$ cat src/rtl/ctrl_pipe_md.sv
// Control pipeline D->E->M->W with stall/bubble/flush handling, plus the
// multiply/divide sequencer that starts, times, stalls and annuls E-stage ops.
module ctrl_pipe_md #(
    parameter int CTRL_W  = 22,
    parameter int MUL_LAT = 1,
    parameter int DIV_LAT = 32
) (
    input  logic              clk,
    input  logic              resetn,
    input  logic [CTRL_W-1:0] ctrl_d,
    input  logic              md_start_d,
    input  logic              md_div_d,
    input  logic              md_sign_d,
    input  logic              stall_e,
    input  logic              flush_e,
    input  logic              flush_m,
    input  logic              flush_all,
    output logic [CTRL_W-1:0] ctrl_e,
    output logic [CTRL_W-1:0] ctrl_m,
    output logic [CTRL_W-1:0] ctrl_w,
    output logic              md_start,
    output logic              md_div_e,
    output logic              md_sign_e,
    output logic              md_annul,
    output logic              md_stall,
    output logic              md_done
);

    localparam int MAX_LAT = (MUL_LAT > DIV_LAT) ? MUL_LAT : DIV_LAT;
    localparam int CNT_W   = (MAX_LAT > 1) ? $clog2(MAX_LAT) : 1;
    localparam logic [CNT_W-1:0] MUL_CNT = CNT_W'(MUL_LAT - 1);
    localparam logic [CNT_W-1:0] DIV_CNT = CNT_W'(DIV_LAT - 1);

    typedef enum logic [1:0] {
        IDLE = 2'd0,
        BUSY = 2'd1,
        DONE = 2'd2
    } md_state_e;

    md_state_e        state, state_nxt;
    logic [CNT_W-1:0] cnt, cnt_nxt;
    logic             start_q;
    logic             hold;
    logic             md_load;

    assign hold    = stall_e | md_stall;
    assign md_load = !flush_all && !hold && !flush_e && md_start_d;

    // NOTE: md_stall feeds hold, which feeds next-state; keeping the outputs in
    // their own process avoids a false combinational loop through one block.
    always_comb begin
        md_stall = 1'b0;
        md_done  = 1'b0;
        if (state == BUSY) begin
            md_stall = (cnt != '0);
            md_done  = (cnt == '0);
        end
    end

    assign md_start = start_q;
    assign md_annul = flush_all && (state == BUSY);

    // E register: hold outranks flush_e so a stalled op is never lost.
    always_ff @(posedge clk) begin
        if (!resetn || flush_all) begin
            ctrl_e    <= '0;
            md_div_e  <= 1'b0;
            md_sign_e <= 1'b0;
        end else if (!hold) begin
            if (flush_e) begin
                ctrl_e    <= '0;
                md_div_e  <= 1'b0;
                md_sign_e <= 1'b0;
            end else begin
                ctrl_e    <= ctrl_d;
                md_div_e  <= md_div_d;
                md_sign_e <= md_sign_d;
            end
        end
    end

    always_ff @(posedge clk) begin
        if (!resetn || flush_all || flush_m || hold) begin
            ctrl_m <= '0;
        end else begin
            ctrl_m <= ctrl_e;
        end
    end

    always_ff @(posedge clk) begin
        if (!resetn || flush_all) begin
            ctrl_w <= '0;
        end else begin
            ctrl_w <= ctrl_m;
        end
    end

    // NOTE: sequential state uses non-blocking assignments only; the
    // combinational blocks use blocking assignments with defaults first.
    always_ff @(posedge clk) begin
        if (!resetn) begin
            state   <= IDLE;
            cnt     <= '0;
            start_q <= 1'b0;
        end else begin
            state   <= state_nxt;
            cnt     <= cnt_nxt;
            start_q <= md_load;
        end
    end

    always_comb begin
        state_nxt = state;
        cnt_nxt   = cnt;
        if (flush_all) begin
            state_nxt = IDLE;
            cnt_nxt   = '0;
        end else if (md_load) begin
            state_nxt = BUSY;
            cnt_nxt   = md_div_d ? DIV_CNT : MUL_CNT;
        end else begin
            case (state)
                BUSY: begin
                    if (cnt != '0) begin
                        cnt_nxt = cnt - 1'b1;
                    end else if (hold) begin
                        state_nxt = DONE;
                    end else begin
                        state_nxt = IDLE;
                    end
                end
                DONE: begin
                    if (!hold) begin
                        state_nxt = IDLE;
                    end
                end
                default: state_nxt = IDLE;
            endcase
        end
    end

endmodule

$ cat config.mk
export PLATFORM = sky130hd
export DESIGN_NAME = ctrl_pipe_md
export DESIGN_NICKNAME = d
export VERILOG_FILES = /design/src/rtl/ctrl_pipe_md.sv
export SDC_FILE = /design/constraint.sdc
export NUM_CORES = 1
export LEC_CHECK = 0
export ABC_AREA = 1
export CORE_ASPECT_RATIO = 0.7
export CORE_MARGIN = 5
export CORE_UTILIZATION = 38
export CTS_CLUSTER_DIAMETER = 60
export DETAILED_ROUTE_END_ITERATION = 12
export PLACE_DENSITY = 0.76
export SYNTH_ARGS = -nofsm -noshare
export SYNTH_HDL_FRONTEND = slang
export SYNTH_SLANG_ARGS = --single-unit
$ cat constraint.sdc
create_clock -name clk -period 1.4 [get_ports clk]
set_clock_uncertainty 0.1 [all_clocks]
set_input_delay 0.14 -clock clk [delete_from_list [all_inputs] [get_ports clk]]
set_output_delay 0.14 -clock clk [all_outputs]
set_load 0.05 [all_outputs]
==> results.cfg, run 1 <==
[cells_and_area]
final_core_util_pct = 82.5
instances_no_fill = 536
fin_area_um2 = 5520
nNetsFinal = 470
num_antenna_cells = 0
final_cell_mix = buf_12, dfxtp_1, inv_1, clkdlybuf4s50_1, nor2_1
area_growth_pct = 113
drive_gt1_share_pct = 50.7
final_common_cell = buf_12

[setup_path]
startpoint_type = register
worstSetupEndpointType = primary output
critPathArrivalTime_ns = 1.51
crit_path_max_fanout = 2
required_ns = 1.16
crit_type = register to primary output

[sta]
hold_viol = 0
min_period_ns = 1.75
setup_viol = 57
rsz0062_at_grt = true
fin_crit_sh_pct = 125
slew_viol_final = 0
fin_ws_ns = -0.348
worstMarginPinSlew_ns = 0.415
maxSlewHeadroom_pct = 72.4
max_freq_ghz = 0.572

[clock_tree]
h-tree-depth = 3
path_clk_slew_ns = 0.08
cts_hold_buf = 0
cts_tree = yes
cts_sinks = 76
clock_latency_ns = 0.34
clock_path_buffers = 2
clockRootBuffer = clkbuf_8
cts_made_buffers = 9

[yosys]
synth_nets = 324
synth_cell_types = 23
ys_seq_elements = 76
ys_top_cells_by_area = dfxtp_1, inv_1, nand3_1
synthCells = 291
synth_area_leader_cell = dfxtp_1
syn_area_um2 = 2590
yosys_warnings = 0
netlist.area_leader.share_pct = 58.7
yosysSeqAreaShare_pct = 58.7
syn_area_per_cell_um2 = 8.90

[floorplanning]
core_area_um2 = 6690
num_rows = 25
pin_count = 103
start_util_pct = 38.7
die_h_um = 79.1
fp.dieW_um = 109
dieArea_um2 = 8590

[detailed_routing]
drc = 0
vias = 2486
viasPerCell = 4.64
dr.pass1.iters = 4
wl_per_cell_um = 17.6
drt_iter0_drc = 65
wirelength_um = 9460
detail-route-antenna-nets = 0

[placed_design]
hpwl_um = 5550
dp_slack_ns = -0.210
gp_congestion = 0.871
dpl_cell_area_um2 = 4600
io_buffer_count = 102
dp.cells = 497

[grt]
grt_pass1_vias = 2657
grt.total_usage_pct = 20.0
antenna_found_initial = 0
gr-total-overflow = 0
grt_pass1_wl_um = 13000
grt_max_degree = 25

[min_path]
hold_class = input port to register

[pwr]
p_total_mw = 4.28
leakage_nw = 2.09
power_density_nw_per_um2 = 776
ir_drop_mv = 0.777

[outcome]
violations = negative setup slack
status = finished with violations

[job]
drv_cap = 0
-- through the flow --
stage / setup TNS, ns / hold slack, ns
5_1_grt: -19.43 / 0.275
3_5_place_dp: -7.15 / 0.357
3_3_place_gp: -3.84 / 0.353
6_report: -15.06 / 0.280
2_1_floorplan: -5.06 / 0.174
4_1_cts: -11.99 / 0.258
-- area by class of cell --
cell class / count / area [µm²]
Timing Repair Buffer: 145 / 2310
Clock inverter: 7 / 58.8
Fill cell: 349 / 1170
Multi-Input combinational cell: 142 / 1150
Tap cell: 94 / 118
Clock buffer: 9 / 124
Sequential cell: 76 / 1530
Inverter: 63 / 239
-- final timing paths --
kind	from	to	slack [ns]	cells past startpoint
setup reg to reg	cnt[0]	ctrl_e[2]	-0.35	13
setup / recovery	cnt[0]	md_done	-0.35	8
hold / removal	ctrl_d[21]	ctrl_e[21]	0.28	3
hold reg to reg	ctrl_m[15]	ctrl_w[15]	0.37	2
-- critical path: stages (launching register included) --
cell	delay (ns)
dfxtp_2	0.33
inv_2	0.08
ha_4	0.14
inv_2	0.04
nor2_4	0.09
nand2_2	0.09
buf_6	0.13
nor2_4	0.12
buf_12	0.15
-- logic make-up (layout without fill, tap and decap cells) --
family	Yosys count	count (layout)	synth area share, %
adder cells (fa/ha/maj)	2	2	0.966
AND/OR/NAND/NOR	103	103	20.3
XOR/XNOR	3	3	1.01
flip-flops	76	76	58.7
buffers and inverters	73	224	11.8
AO/OA/AOI/OAI	34	34	7.15
-- state kept, by name, indices dropped and copies added (netlist names) --
register	flops
md_sign_e	1
ctrl_m	22
md_div_e	1
ctrl_w	22
state	2
cnt	5
md_start	1
ctrl_e	22
-- layer usage --
layer	vias up	GRT usage, %	routed length (µm)
li1	1177	-	-
met1	1195	21.6	3550
met2	88	37.2	5210
met3	26	5.28	416
met4	0	7.82	274
met5	-	0	0
-- Yosys cell counts, drive strengths merged --
| library cell | count |
|---|---|
| dfxtp | 76 |
| inv | 63 |
| nor2 | 53 |
| nand3 | 28 |
| nand2 | 22 |
| o21ai | 22 |
| buf | 7 |
| a21oi | 6 |
| o211ai | 5 |
| clkbuf | 3 |
| xor2 | 3 |
| ha | 2 |
| o31ai | 1 |
-- what timing repair did --
action	4_1_cts	5_1_grt
hold endpoints to repair	0	0
pin swaps	8	11
endpoints found under the setup margin	57	57
gates cloned	5	0
setup buffers	14	9
resized for setup	73	51
-- power by group --
| part | switching [mW] | internal [mW] |
|---|---|---|
| Clock | 0.867 | 0.675 |
| Combinational | 0.275 | 0.268 |
| Sequential | 0.0211 | 2.18 |
No activity file was read; power rests on OpenSTA's default activity.
==> run 2: changes to the inputs <==
PLACE_DENSITY = 0.73   (was 0.76)
==> results.cfg, run 2 (synthesis results as in run 1) <==
[setup_path]
r2r_setup_slack_ns = -0.29
worstSetupEndpointType = primary output
reg2regPathDepth = 11
crit_path_max_fanout = 2
crit_type = register to primary output
r2r-start = cnt[0]
critPathArrivalTime_ns = 1.46
startpoint_type = register
required_ns = 1.16
r2r_end = ctrl_m[16]

[min_path]
min-delay-start = ctrl_d[9]
hold_class = input port to register
whs_endpoint = ctrl_e[9]
min_path_cells = 3

[detailed_routing]
dr.pass1.iters = 4
wl_met1_um = 3770
wirelength_um = 9510
wl_per_cell_um = 18.0
vias = 2515
wl_met2_um = 4920
drc = 0
drt_iter0_drc = 115
viasPerCell = 4.77
wl_met3_um = 594
routed.top_layer = met4
detail-route-antenna-nets = 0

[placed_design]
io_buffer_count = 102
dp_slack_ns = -0.212
dp.cells = 498
hpwl_um = 5370
gp_congestion = 0.866
dpl_cell_area_um2 = 4600

[cells_and_area]
fillers = 362
instances_no_fill = 527
fin_area_um2 = 5480
final_core_util_pct = 81.8
nNetsFinal = 462
top_regs = ctrl_e (22), ctrl_m (22), ctrl_w (22)
num_antenna_cells = 0
final_cell_mix = buf_12, dfxtp_1, inv_1, clkdlybuf4s50_1, nor2_1
final_common_cell = buf_12
area_growth_pct = 111
drive_gt1_share_pct = 48.5

[pwr]
ir_drop_mv = 0.965
power_density_nw_per_um2 = 861
switchingPower_mw = 1.11
pwr-share-comb_pct = 11.2
p_int_mw = 3.61
p_sw_share_pct = 23.5
clockPowerShare_pct = 42.2
leakage_nw = 2.06
pwr-share-seq_pct = 46.6
p_total_mw = 4.72

[clock_tree]
path_clk_slew_ns = 0.08
cts_made_buffers = 9
h-tree-depth = 3
clockRootBuffer = clkbuf_8
clock_latency_ns = 0.34
cts_tree = yes
cts_hold_buf = 0
clock_path_buffers = 2
cts_sinks = 76

[sta]
whs_ns = 0.296
fin_crit_sh_pct = 122
max_freq_ghz = 0.587
setup_viol = 56
rsz0062_at_grt = true
fin_ws_ns = -0.304
maxSlewHeadroom_pct = 75.9
hold_viol = 0
slew_viol_final = 0
worstMarginPinSlew_ns = 0.361
tns_ns = -13.40
min_period_ns = 1.70

[floorplanning]
pin_count = 103
die_h_um = 79.1
start_util_pct = 38.7
fp.dieW_um = 109
num_rows = 25
core_area_um2 = 6690
dieArea_um2 = 8590

[grt]
grt_max_degree = 23
grt_pass1_vias = 2550
grt_pass1_wl_um = 13000
gr-total-overflow = 0
antenna_found_initial = 0
grt.total_usage_pct = 19.7

[outcome]
violations = negative setup slack
status = finished with violations

[job]
drv_cap = 0
## run 2: changes by cell type in the layout (fill, tap and decap cells not counted), sizes merged
cell      delta
bufinv       +3
inv          -3
buf          -8
clkinvlp     -1
## run 2: routing by layer
| layer | global-route usage, % | up-vias |
|---|---|---|
| met4 | 6.05 | 0 |
| met2 | 36.6 | 114 |
| met3 | 5.61 | 27 |
| met1 | 21.5 | 1205 |
| li1 | - | 1169 |
| met5 | 0 | - |
## run 2: power groups by stage
stage	registers, mW	logic (mW)	clock network, mW
after floorplan	2.30	0.114	0
final	2.20	0.529	1.99
after global routing	2.20	0.551	2.11
after detailed placement	2.25	0.392	0
after CTS	2.20	0.474	1.98
after global placement	2.25	0.388	0
## run 2: worst max-delay path by stage
stage                         start          to  slack [ns]  cells after the start
after floorplan              cnt[0]  ctrl_m[10]       -0.13                     11
after global placement    flush_all      cnt[3]       -0.14                      7
after detailed placement  flush_all      cnt[0]       -0.21                      7
after CTS                    cnt[0]     md_done       -0.29                      8
after global routing         cnt[0]  ctrl_e[20]       -0.37                     11
final                        cnt[0]     md_done       -0.30                      8
## run 2: cell type report
type | count | area (µm²) | share of cell area [%]
inverters | 63 | 239 | 4.36
multi-input cells | 142 | 1190 | 21.8
flip-flops and latches | 76 | 1520 | 27.8
well taps | 94 | 118 | 2.15
repair buffers | 137 | 2170 | 39.6
clock inverters | 6 | 113 | 2.06
clock buffers | 9 | 124 | 2.26
## run 2: repair_timing
| item | 4_1_cts | 5_1_grt |
|---|---|---|
| setup endpoints to repair | 57 | 57 |
| setup buffers | 10 | 2 |
| pin swaps | 7 | 12 |
| gates resized for setup | 59 | 61 |
| cloned | 5 | 1 |
## run 2: critical path: stages (launching register included)
cell and delay [ns]:
dfxtp_2 0.33, inv_2 0.07, ha_4 0.13, inv_2 0.04, nor2_4 0.11, nand2_4 0.07, buf_6 0.12, nor2_4 0.10
buf_12 0.15
